**config.mk**
```make
export PLATFORM = sky130hd
export DESIGN_NAME = fetch_buffer_flat
export DESIGN_NICKNAME = d
export VERILOG_FILES = /design/src/rtl/fetch_buffer_if.sv /design/src/rtl/fetch_buffer.sv /design/src/flat_wrapper.sv
export SDC_FILE = /design/constraint.sdc
export NUM_CORES = 1
export LEC_CHECK = 0
export BUFFER_PORTS_ARGS = -buffer_cell sky130_fd_sc_hd__buf_2
export CORE_UTILIZATION = 55
export CTS_CLUSTER_SIZE = 30
export DETAILED_ROUTE_END_ITERATION = 16
export PLACE_DENSITY = 0.82
export SYNTH_ARGS = -nofsm -noshare
export SYNTH_HDL_FRONTEND = slang
export SYNTH_SLANG_ARGS = --single-unit
```
**constraint.sdc**
```tcl
create_clock -name Clock -period 2.9 [get_ports Clock]
set_input_delay 0.29 -clock Clock [delete_from_list [all_inputs] [get_ports Clock]]
set_output_delay 0.29 -clock Clock [all_outputs]
set_load 0.02 [all_outputs]
```
**src/rtl/fetch_buffer_if.sv**
```systemverilog
// Instruction-memory port plus core-side fetch handshake of the fetch buffer.
// master = fetch_buffer side; slave = memory/core environment side.
interface fetch_buffer_if #(
  parameter int ADDR_W  = 8,
  parameter int INSTR_W = 8
);
  logic [ADDR_W-1:0]  MemEndereco;
  logic               MemLeitura;
  logic [INSTR_W-1:0] MemInstrucao;
  logic               Redirect;
  logic [ADDR_W-1:0]  RedirectPC;
  logic               InstrValid;
  logic [INSTR_W-1:0] Instrucao;
  logic [ADDR_W-1:0]  InstrPC;
  logic               InstrReady;
  logic               Halt;

  modport master (
    output MemEndereco, MemLeitura, InstrValid, Instrucao, InstrPC, Halt,
    input  MemInstrucao, Redirect, RedirectPC, InstrReady
  );

  modport slave (
    input  MemEndereco, MemLeitura, InstrValid, Instrucao, InstrPC, Halt,
    output MemInstrucao, Redirect, RedirectPC, InstrReady
  );
endinterface

```
**src/rtl/fetch_buffer.sv**
```systemverilog
// Fetch front end: own PC, one synchronous read per cycle, tagged FIFO to the core, halt/redirect.
// Issue N, push N+1, InstrValid N+2; InstrReady=0 stalls issue once count+inflight reaches DEPTH.
module fetch_buffer #(
  parameter int DEPTH   = 4,
  parameter int ADDR_W  = 8,
  parameter int INSTR_W = 8,
  parameter logic [INSTR_W-1:0] HALT_OPCODE = '0
) (
  input logic            Clock,
  input logic            Reset,
  fetch_buffer_if.master bus
);
  localparam int PTR_W = $clog2(DEPTH);
  localparam int CNT_W = PTR_W + 1;
  localparam logic [CNT_W:0] DEPTH_LIM = (CNT_W + 1)'(DEPTH);

  typedef struct packed {
    logic [INSTR_W-1:0] instr;
    logic [ADDR_W-1:0]  pc;
  } entry_t;

  entry_t             fifoMem [DEPTH];
  entry_t             headEntry;
  logic [PTR_W-1:0]   wrPtr;
  logic [PTR_W-1:0]   rdPtr;
  logic [CNT_W-1:0]   count;
  logic [CNT_W:0]     occupancy;
  logic [ADDR_W-1:0]  fetchPC;
  logic [ADDR_W-1:0]  lastAddr;
  logic [ADDR_W-1:0]  tag;
  logic               inflight;
  logic               haltSeen;
  logic               haltReg;
  logic               issue;
  logic               push;
  logic               pop;
  logic               headValid;

  // Credit uses registered count/inflight only, so a same-cycle pop frees nothing.
  always_comb begin
    occupancy = {1'b0, count} + {{CNT_W{1'b0}}, inflight};
    headValid = (count != '0);
    headEntry = fifoMem[rdPtr];
    issue     = !Reset && !haltSeen && !bus.Redirect && (occupancy < DEPTH_LIM);
    push      = !Reset && !bus.Redirect && inflight && !haltSeen;
    pop       = !Reset && !bus.Redirect && headValid && bus.InstrReady;
  end

  assign bus.MemLeitura  = issue;
  assign bus.MemEndereco = issue ? fetchPC : lastAddr;
  assign bus.InstrValid  = headValid;
  assign bus.Instrucao   = headValid ? headEntry.instr : '0;
  assign bus.InstrPC     = headValid ? headEntry.pc : '0;
  assign bus.Halt        = haltReg;

  always_ff @(posedge Clock) begin
    if (push) begin
      fifoMem[wrPtr] <= '{instr: bus.MemInstrucao, pc: tag};
    end
  end

  always_ff @(posedge Clock) begin
    if (Reset) begin
      fetchPC  <= '0;
      lastAddr <= '0;
      tag      <= '0;
      inflight <= 1'b0;
      haltSeen <= 1'b0;
      haltReg  <= 1'b0;
      wrPtr    <= '0;
      rdPtr    <= '0;
      count    <= '0;
    end else if (bus.Redirect) begin
      // Flush: buffered entries and the outstanding read are abandoned.
      fetchPC  <= bus.RedirectPC;
      inflight <= 1'b0;
      haltSeen <= 1'b0;
      haltReg  <= 1'b0;
      wrPtr    <= '0;
      rdPtr    <= '0;
      count    <= '0;
    end else begin
      inflight <= issue;
      if (issue) begin
        fetchPC  <= fetchPC + ADDR_W'(1);
        lastAddr <= fetchPC;
        tag      <= fetchPC;
      end
      if (push) begin
        wrPtr <= wrPtr + PTR_W'(1);
      end
      if (pop) begin
        rdPtr <= rdPtr + PTR_W'(1);
      end
      if (push && !pop) begin
        count <= count + CNT_W'(1);
      end else if (pop && !push) begin
        count <= count - CNT_W'(1);
      end
      if (push && (bus.MemInstrucao == HALT_OPCODE)) begin
        haltSeen <= 1'b1;
      end
      if (pop && (headEntry.instr == HALT_OPCODE)) begin
        haltReg <= 1'b1;
      end
    end
  end
endmodule

```
**src/flat_wrapper.sv**
```systemverilog
// flat-port wrapper written by rule: the top's interface ports become plain ports
module fetch_buffer_flat 
#(
  parameter int DEPTH   = 4,
  parameter int ADDR_W  = 8,
  parameter int INSTR_W = 8,
  parameter logic [INSTR_W-1:0] HALT_OPCODE = '0
)
  (Clock, Reset, bus_MemEndereco, bus_MemLeitura, bus_InstrValid, bus_Instrucao, bus_InstrPC, bus_Halt, bus_MemInstrucao, bus_Redirect, bus_RedirectPC, bus_InstrReady);
  fetch_buffer_if #(.ADDR_W(ADDR_W), .INSTR_W(INSTR_W)) bus_i ();
  input logic Clock;
  input logic Reset;
  output wire logic [$bits(bus_i.MemEndereco)-1:0] bus_MemEndereco;
  output wire logic [$bits(bus_i.MemLeitura)-1:0] bus_MemLeitura;
  output wire logic [$bits(bus_i.InstrValid)-1:0] bus_InstrValid;
  output wire logic [$bits(bus_i.Instrucao)-1:0] bus_Instrucao;
  output wire logic [$bits(bus_i.InstrPC)-1:0] bus_InstrPC;
  output wire logic [$bits(bus_i.Halt)-1:0] bus_Halt;
  input wire logic [$bits(bus_i.MemInstrucao)-1:0] bus_MemInstrucao;
  input wire logic [$bits(bus_i.Redirect)-1:0] bus_Redirect;
  input wire logic [$bits(bus_i.RedirectPC)-1:0] bus_RedirectPC;
  input wire logic [$bits(bus_i.InstrReady)-1:0] bus_InstrReady;
  assign bus_MemEndereco = bus_i.MemEndereco;
  assign bus_MemLeitura = bus_i.MemLeitura;
  assign bus_InstrValid = bus_i.InstrValid;
  assign bus_Instrucao = bus_i.Instrucao;
  assign bus_InstrPC = bus_i.InstrPC;
  assign bus_Halt = bus_i.Halt;
  assign bus_i.MemInstrucao = bus_MemInstrucao;
  assign bus_i.Redirect = bus_Redirect;
  assign bus_i.RedirectPC = bus_RedirectPC;
  assign bus_i.InstrReady = bus_InstrReady;
  fetch_buffer #(.DEPTH(DEPTH), .ADDR_W(ADDR_W), .INSTR_W(INSTR_W), .HALT_OPCODE(HALT_OPCODE)) u_core (.Clock(Clock), .Reset(Reset), .bus(bus_i));
endmodule
```
==> summary.md <==
| Metric | Value |
|---|---|
| Die height | 87.0 µm |
| Global-route wire length before repair | 11.5 mm |
| WP buf/inv | 2 |
| Setup Crit Path Kind | reg -> out |
| Cell Rows | 30 |
| Mapped Cells | 284 |
| Req. time, crit path | 2610 ps |
| Most common cell after layout, fill and taps aside | edfxtp_1 |
| Layout Nets | 364 |
| Initial antenna violation count | 0 |
| Clk Tree Root Cell | clkbuf_8 |
| Remaining Overflow, GRT | 0 |
| Routed Antenna Nets | 0 |
| Initial Util | 0.576 |
| H-tree depth | 3 |
| Core area | 0.00691 mm² |
| Dpl ws | 501 ps |
| # Max-Cap Violations | 0 |
| Vias/cell | 5.52 |
| Post-CTS Setup Bufs | 0 |
| Worst Path Arrival | 2290 ps |
| Worst-Skew Late Latency | 350 ps |
| Diode count | 0 |
| Worst setup margin | 323 ps |
| Post-placement cell area | 0.00434 mm² |
| Endpoints failing hold | 0 |
| Detailed Route WL | 6.88 mm |
| Final Setup Violations | 0 |
| Setup TNS | 0 ps |
| FFs w/ async S/R, synth | 0 |
| Slew margin rel. | 0.627 |
| Hold buffers post-CTS | 0 |
| Synth Cell Area | 0.00398 mm² |
| Synth cell types | 42 |
| First-pass detailed-route iteration total | 4 |
| Clk sinks | 100 |
| Crit path depth | 4 |
| Syn Area/Cell | 14.0 µm² |
| Crit path time final | 2580 ps |
| Depth of the most critical reg-to-reg path | 8 |
| Number of global-route vias before repair | 2407 |
| Hold path startpoint | bus_MemInstrucao[5] |
| PortBufs | 46 |
| Worst reg-to-reg setup slack | 690 ps |
| Synthesized Nets | 311 |
| Final Skew | 11.8 ps |
| Status | finished clean |
| Max rail drop VDD | 0.299 mV |
| Fin area | 0.00455 mm² |
| Leakage | 1.74 nW |
| Commonest non-fill, non-tap cells in the layout | edfxtp_1 (64), buf_2 (46), nand2_1 (41) |
| Util after Layout | 0.659 |
| Clock-pin slew on the worst setup and hold paths | 90 ps |
| CP max stage cell | dfxtp_1 |
| Crit-path max cell delay | 680 ps |
| CTS tree | yes |
| Crit path cell chain | buf_4, mux4_1, and2_1, buf_2 |
| Cell family with most CP delay | flip-flops |
| Seq/Total Area, Yosys | 0.665 |
| Die area | 0.00757 mm² |
| Vias | 2418 |
| Crit start category | flop |
| #FFs+latches synth | 100 |
| All-layer global routing usage | 0.207 |
| Average wire per standard cell | 15.7 µm |
| Crit. End Element | output port |
| Worst r2r dst | u_core.count[2] |
| Tot Pwr | 2.57 mW |
| Die width | 87.0 µm |
| Yosys warning total | 0 |
| HPWL Detailed | 4.79 mm |
| RSZ-0062 raised after global routing | no |
| Final Cycle Share | 0.889 |
| Reg-to-Reg Start | u_core.count[0] |
| DRC viols | 0 |
| CP max FO | 9 |
| Io pins | 47 |
| DRT iter0 DRCs | 106 |
| Worst Hold Path EP | u_core.fifoMem[0][13] |
| Area grow syn2layout | 14.4% |
| Power Density | 564 mW/mm² |
| Maximum clock frequency | 388 MHz |
| Clock Path Buffers | 2 |
| Number of buffers created by CTS | 9 |
| Worst slew pin tran | 559 ps |
| Final GP Congestion | 0.848 |
| Hold path depth | 1 |
| Share of post-route cells with drive strength above 1 | 0.266 |
| # resized after CTS | 0 |
| Largest net degree at the start of global routing | 28 |
| Slew Limit Fails | 0 |
| Post-synth EDFFs | 64 |
| Top_reg_cell synth | edfxtp_1 |
| Class of the worst hold path | in -> reg |
==> final cells by class <==
class	instances	area [µm²]
multi-input combinational	162	1240
tap	96	120
timing repair buffer	56	305
clock buffer	13	166
inverter	8	30.0
fill	524	2360
clock inverter	3	43.8
sequential	100	2640
==> where the power goes <==
group | total [mW] | switching, mW | internal, mW
Clock | 0.903 | 0.435 | 0.469
Combinational | 0.121 | 0.0762 | 0.0444
Sequential | 1.54 | 0.0167 | 1.52
==> cell usage after synthesis (2+ instances only) <==
| library cell | instances | area (µm²) |
|---|---|---|
| mux4_2 | 14 | 315 |
| nand2_1 | 41 | 154 |
| nand3_1 | 4 | 20.0 |
| a31oi_1 | 4 | 25.0 |
| mux4_1 | 2 | 52.6 |
| xor2_1 | 5 | 43.8 |
| inv_1 | 7 | 26.3 |
| ha_1 | 6 | 75.1 |
| mux2i_1 | 2 | 20.0 |
| edfxtp_1 | 64 | 1920 |
| a21oi_1 | 21 | 105 |
| nor4_1 | 2 | 12.5 |
| o211ai_1 | 2 | 15.0 |
| dfxtp_1 | 36 | 721 |
| or4_1 | 2 | 15.0 |
| clkbuf_1 | 10 | 37.5 |
| nor2_1 | 11 | 41.3 |
| or3_1 | 4 | 25.0 |
| and2_1 | 20 | 125 |
| buf_2 | 3 | 15.0 |
| nand4_1 | 3 | 18.8 |
==> stage by stage <==
step / hold WS [ps] / std cells
after global routing: 154 / 438
after global placement: 452 / 422
after floorplan: 389 / 284
after CTS: 153 / 438
after detailed placement: 458 / 422
final: 172 / 438
==> kinds of logic (layout without fill, tap and decap cells) <==
family / after synthesis / after routing / synth area share
adders and majority gates: 7 / 7 / 0.0239
and+or+nand+nor: 94 / 94 / 0.120
AOI/OAI and AO/OA: 37 / 37 / 0.0570
xor gates and xnor gates: 6 / 6 / 0.0132
muxes: 18 / 18 / 0.0975
buffers and inverters: 22 / 80 / 0.0236
DFF: 100 / 100 / 0.665
==> worst max path at each step <==
stage | slack, ps | startpoint | endpoint
2_1_floorplan | 560 | Reset | u_core.count[2]
3_3_place_gp | 590 | Reset | u_core.count[2]
3_5_place_dp | 500 | Reset | u_core.count[2]
4_1_cts | 290 | flop | bus_Instrucao[4]
5_1_grt | 180 | flop | bus_Instrucao[4]
6_report | 320 | flop | bus_Instrucao[4]
==> routing by layer <==
layer	global-route usage	up-vias	wire length, µm
met4	0.100	0	141
met1	0.263	1171	3130
met3	0.0408	14	258
met2	0.342	72	3350
met5	0	-	0
li1	-	1161	-
==> state kept, by name, indices dropped and copies added (netlist names), named ones only <==
register         flops
u_core.fetchPC       8
u_core.rdPtr         2
u_core.bus.Halt      1
u_core.wrPtr         2
u_core.lastAddr      8
u_core.count         3
u_core.fifoMem      64
u_core.tag           8
u_core.inflight      1
u_core.haltSeen      1
Power figures use the tool's default switching activity.
